===== config.mk =====
export PLATFORM = sky130hd
export DESIGN_NAME = sw_debounce
export DESIGN_NICKNAME = d
export VERILOG_FILES = /design/src/rtl/sw_debounce_pkg.sv /design/src/rtl/sw_deb_bit.sv /design/src/rtl/sw_debounce.sv
export SDC_FILE = /design/constraint.sdc
export NUM_CORES = 1
export LEC_CHECK = 0
export ABC_AREA = 1
export CORE_ASPECT_RATIO = 1.1
export CORE_UTILIZATION = 52
export DETAILED_ROUTE_END_ITERATION = 6
export DONT_BUFFER_PORTS = 1
export HOLD_SLACK_MARGIN = 0.15
export PLACE_DENSITY = 0.67
export SLEW_MARGIN = 15
export SYNTH_ARGS = -nofsm -noshare
export SYNTH_HDL_FRONTEND = slang
export SYNTH_SLANG_ARGS = --single-unit

===== constraint.sdc =====
create_clock -name clk -period 3.7 [get_ports clk]
set_input_delay 1.11 -clock clk [delete_from_list [all_inputs] [get_ports clk]]
set_output_delay 1.11 -clock clk [all_outputs]
set_load 0.01 [all_outputs]

===== src/rtl/sw_debounce_pkg.sv =====
// Shared widths and sizing helper for the sw_debounce switch-conditioning stage.
package sw_debounce_pkg;

   localparam int SW_W      = 8;
   localparam int EVT_CNT_W = 8;
   localparam int DIG_W     = 4;

   // Ceiling log2 that never returns less than 1, so a counter always has a bit.
   function automatic int clog2_min1(input int n);
      int r;
      r = 0;
      for (int i = 0; i < 31; i++) begin
         if ((1 << i) < n) r = i + 1;
      end
      return (r < 1) ? 1 : r;
   endfunction

endpackage


===== src/rtl/sw_deb_bit.sv =====
// One debounced switch bit: stability counter, level register and edge pulses.
module sw_deb_bit
   import sw_debounce_pkg::*;
#(
   parameter int STABLE_N = 4,
   parameter int CNT_W    = 2
) (
   input  logic clk,
   input  logic rstn,
   input  logic tick,
   input  logic raw,
   output logic db,
   output logic rise,
   output logic fall
);

   localparam logic [CNT_W-1:0] CNT_LAST = CNT_W'(STABLE_N - 1);

   logic [CNT_W-1:0] cnt;

   // Pulses default low every cycle; only a qualifying tick raises one of them.
   always_ff @(posedge clk) begin
      if (!rstn) begin
         cnt  <= '0;
         db   <= 1'b0;
         rise <= 1'b0;
         fall <= 1'b0;
      end else begin
         rise <= 1'b0;
         fall <= 1'b0;
         if (tick) begin
            if (raw == db) begin
               cnt <= '0;
            end else if (cnt == CNT_LAST) begin
               cnt  <= '0;
               db   <= ~db;
               rise <= ~db;
               fall <= db;
            end else begin
               cnt <= cnt + 1'b1;
            end
         end
      end
   end

endmodule


===== src/rtl/sw_debounce.sv =====
// Debounces the 8-bit CPLD switch word and drives the two display hex digits.
// Define SW_DEBOUNCE_EVT_CNT_EN to show a rising-edge event counter instead of sw_db.
module sw_debounce
   import sw_debounce_pkg::*;
#(
   parameter int SAMPLE_DIV = 16384,
   parameter int STABLE_N   = 4
) (
   input  logic             clk,
   input  logic             rstn,
   input  logic [SW_W-1:0]  sw_raw,
   input  logic             cnt_clr,
   output logic [SW_W-1:0]  sw_db,
   output logic [SW_W-1:0]  sw_rise,
   output logic [SW_W-1:0]  sw_fall,
   output logic [DIG_W-1:0] dig0,
   output logic [DIG_W-1:0] dig1
);

   localparam int PRE_W = clog2_min1(SAMPLE_DIV);
   localparam int STB_W = clog2_min1(STABLE_N);
   localparam logic [PRE_W-1:0] PRE_LAST = PRE_W'(SAMPLE_DIV - 1);

   logic [PRE_W-1:0] pre_cnt;
   logic             tick;

   // Free-running sample prescaler; one tick per CPLD frame.
   always_ff @(posedge clk) begin
      if (!rstn) begin
         pre_cnt <= '0;
      end else if (pre_cnt == PRE_LAST) begin
         pre_cnt <= '0;
      end else begin
         pre_cnt <= pre_cnt + 1'b1;
      end
   end

   assign tick = (pre_cnt == PRE_LAST);

   for (genvar i = 0; i < SW_W; i++) begin : g_bit
      sw_deb_bit #(
         .STABLE_N (STABLE_N),
         .CNT_W    (STB_W)
      ) u_bit (
         .clk  (clk),
         .rstn (rstn),
         .tick (tick),
         .raw  (sw_raw[i]),
         .db   (sw_db[i]),
         .rise (sw_rise[i]),
         .fall (sw_fall[i])
      );
   end

`ifdef SW_DEBOUNCE_EVT_CNT_EN
   logic [EVT_CNT_W-1:0] evt_cnt;

   // Counts cycles with any rising edge, not the number of bits that rose.
   always_ff @(posedge clk) begin
      if (!rstn) begin
         evt_cnt <= '0;
      end else if (cnt_clr) begin
         evt_cnt <= '0;
      end else if (|sw_rise) begin
         evt_cnt <= evt_cnt + 1'b1;
      end
   end

   assign dig0 = evt_cnt[DIG_W-1:0];
   assign dig1 = evt_cnt[2*DIG_W-1:DIG_W];
`else
   logic cnt_clr_unused;

   assign cnt_clr_unused = cnt_clr;
   assign dig0 = sw_db[DIG_W-1:0];
   assign dig1 = sw_db[2*DIG_W-1:DIG_W];
`endif

endmodule


==> impl_metrics.yaml <==
die:
  design.portCount: 43
  design.core.area_um2: 4782
  die_area_um2: 5401
  initial_utilization_pct: 55.57
  floorplan.die.width_um: 70.16
  die_boundary_height_um: 76.98
  rows: 26
placement:
  finalWeightedCongestion: 0.7682
  portBuffers: 0
  hpwlAfterDp_um: 2622
  preCtsSetupSlack_ns: 1.797
sta:
  max-slew-margin-rel_pct: 42.99
  timing.hold.ws_ns: 0.4651
  report.final.hold_viol_count: 0
  slew_violations: 0
  rsz0062_at_grt: "no"
  tns_ns: 0
  fmax_mhz: 513.8
  final.period_utilization_pct: 52.61
  fin_worst_skew_ns: 0.004120
  final_critical_path_setup_slack_ns: 1.754
  final_period_minus_worst_setup_slack_ns: 1.946
  tightest_slew_ns: 0.8495
  finalSetupViolations: 0
detailed_routing:
  first_pass_iters: 4
  drt-initial-drc-count: 66
  postRouteAntennaNets: 0
  vias_per_cell: 4.926
  drc_errors: 0
  route.vias.total: 1734
  wire_per_inst_um: 10.59
  finalWirelength_um: 3728
setup_path:
  cp-end-kind: "primary output"
  crit_path_dat_ns: 0.84
  worst_reg2reg_startpoint: "pre_cnt[0]$_SDFF_PP0_"
  cp-startpoint: "g_bit[5].u_bit.db$_SDFFE_PN0P_"
  critPathMaxFanout: 6
  worst_setup_path_start_kind: "flop"
  setup.worst_path.class: "reg -> out"
  worst-endpoint-required_ns: 2.59
finish:
  syn_to_final_growth_pct: -4.614
  fin_util_pct: 53.01
  fraction_of_layout_instances_using_a_drive_strength_above_1_pct: 14.86
  mostFrequentLayoutCell: "sky130_fd_sc_hd__nand2_1"
  mostFrequentLayoutCells: "sky130_fd_sc_hd__nand2_1 (61), sky130_fd_sc_hd__dfxtp_1 (54), sky130_fd_sc_hd__inv_1 (43), sky130_fd_sc_hd__nor2_1 (33), sky130_fd_sc_hd__nand3_1 (15)"
  antenna_cells: 0
  net_count_reported_at_finish: 315
synthesis:
  seq_area_frac_synth_pct: 40.68
  count_of_state_elements_after_synthesis: 54
  syn_nets: 347
  netlist_area_um2: 2658
  ys.warnings.count: 0
  synthesis.instances: 327
  syn_avg_cell_area_um2: 8.127
  netlist-cell-type-count: 28
hold_path:
  min-delay-start: "g_bit[5].u_bit.cnt[1]$_SDFFE_PN0N_"
  worst_hold_path_type: "reg -> reg"
flow_run:
  cap_viol_max_count: 0
clocking:
  tritoncts: "done"
  cts_hold_buffers: 0
  cts_setup_buffers: 0
  cts.sink_count: 54
  tritoncts.num_buffers: 5
  ctsResizeCount: 0
  cts_max_path_buffers: 2
  worst_setup_hold_path_clk_slew_ns: 0.09
  ctsHtreeMaxLevel: 2
  clkLatencyLatePin_ns: 0.30
  root_buffer: "sky130_fd_sc_hd__clkbuf_8"
global_routing:
  maximum_number_of_pins_on_one_net_before_global_route_repair: 23
  vias_in_the_first_global_route: 1587
  number_of_antenna_violations_at_the_first_check_in_global_routing: 0
  grt_pass1_wl_um: 6624
  total_routing_resource_utilization_after_global_routing_pct: 15.09
  globalRoute.totalOverflow: 0
power:
  p_per_area_nw_per_um2: 392.3
  power_mw: 0.9944
  cellLeakagePower_nw: 1.096
  vdd_drop_max_mv: 0.1560
outcome:
  outcome: "finished, final reports clean"
==> cells in the mapped netlist <==
library cell	n	area, µm²
sky130_fd_sc_hd__a21oi_1	5	25.02
sky130_fd_sc_hd__buf_1	1	3.750
sky130_fd_sc_hd__buf_2	2	10.01
sky130_fd_sc_hd__buf_4	32	240.2
sky130_fd_sc_hd__buf_6	3	33.78
sky130_fd_sc_hd__buf_8	1	15.01
sky130_fd_sc_hd__dfxtp_1	54	1081
sky130_fd_sc_hd__ha_1	9	112.6
sky130_fd_sc_hd__inv_1	43	161.4
sky130_fd_sc_hd__inv_2	1	3.750
sky130_fd_sc_hd__nand2_1	61	229.0
sky130_fd_sc_hd__nand2_2	9	56.30
sky130_fd_sc_hd__nand2_4	2	22.52
sky130_fd_sc_hd__nand3_1	15	75.07
sky130_fd_sc_hd__nand4_1	11	68.82
sky130_fd_sc_hd__nand4_4	1	21.27
sky130_fd_sc_hd__nor2_1	33	123.9
sky130_fd_sc_hd__nor2_2	3	18.77
sky130_fd_sc_hd__nor2_4	2	22.52
sky130_fd_sc_hd__nor2_8	1	20.02
sky130_fd_sc_hd__nor3_1	2	10.01
sky130_fd_sc_hd__nor3_2	7	70.07
sky130_fd_sc_hd__o21ai_0	4	20.02
sky130_fd_sc_hd__o21ai_1	1	5.000
sky130_fd_sc_hd__o21ai_2	10	87.58
sky130_fd_sc_hd__or2_2	1	6.260
sky130_fd_sc_hd__xnor2_1	9	78.83
sky130_fd_sc_hd__xor2_1	4	35.03
==> cell type report <==
type / count / area [µm²]
Tap cell: 56 / 70.07
Sequential cell: 54 / 1081
Clock inverter: 2 / 37.54
Inverter: 44 / 165.2
Fill cell: 462 / 2247
Clock buffer: 6 / 72.57
Multi-Input combinational cell: 190 / 1109
==> sequential cells by signal (all words and copies together) (netlist names) <==
register and count:
g_bit.u_bit.cnt 16, g_bit.u_bit.db 8, g_bit.u_bit.fall 8, g_bit.u_bit.rise 8, pre_cnt 14
==> tightest hold or removal path, stage by stage, from the launching register on <==
cell	delay [ns]
sky130_fd_sc_hd__dfxtp_1	0.32
sky130_fd_sc_hd__nand2_1	0.06
sky130_fd_sc_hd__nand2_1	0.05
==> cell families (layout without fill, tap and decap cells) <==
family / after synthesis / in the layout / synth area share (%)
AND/OR/NAND/NOR: 148 / 148 / 28.01
XOR/XNOR: 13 / 13 / 4.284
adder cells (fa/ha/maj): 9 / 9 / 4.237
buffers and inverters: 83 / 52 / 17.61
AO/OA/AOI/OAI: 20 / 20 / 5.178
flip-flops: 54 / 54 / 40.68
==> routing by layer <==
metal	part of all wire [%]	vias to the layer above	GRT usage, %
met5	0	-	0
met4	1.4	0	5.800
met3	3.3	7	3.942
met2	48	32	27.02
met1	47	772	16.88
li1	-	923	-
==> stage by stage <==
| step | std cells | instance area (µm²) |
|---|---|---|
| 3_3_place_gp | 344 | 2425 |
| 5_1_grt | 352 | 2535 |
| 4_1_cts | 352 | 2535 |
| 2_1_floorplan | 327 | 2658 |
| 3_5_place_dp | 344 | 2425 |
| 6_report | 352 | 2535 |
==> final timing paths <==
check                                                           to  slack [ns]  cells past startpoint
worst max-delay path                                       dig1[1]        1.75                      0
worst min-delay path            g_bit[5].u_bit.cnt[1]$_SDFFE_PN0N_        0.47                      2
worst max register to register              pre_cnt[12]$_SDFF_PP0_        1.85                      6
worst min register to register  g_bit[5].u_bit.cnt[1]$_SDFFE_PN0N_        0.47                      2
==> power breakdown <==
| group | switching (mW) | internal (mW) | total (mW) |
|---|---|---|---|
| Combinational | 0.0162 | 0.00766 | 0.0238 |
| Clock | 0.183 | 0.202 | 0.385 |
| Sequential | 0.00230 | 0.583 | 0.586 |
Power figures use the tool's default switching activity.
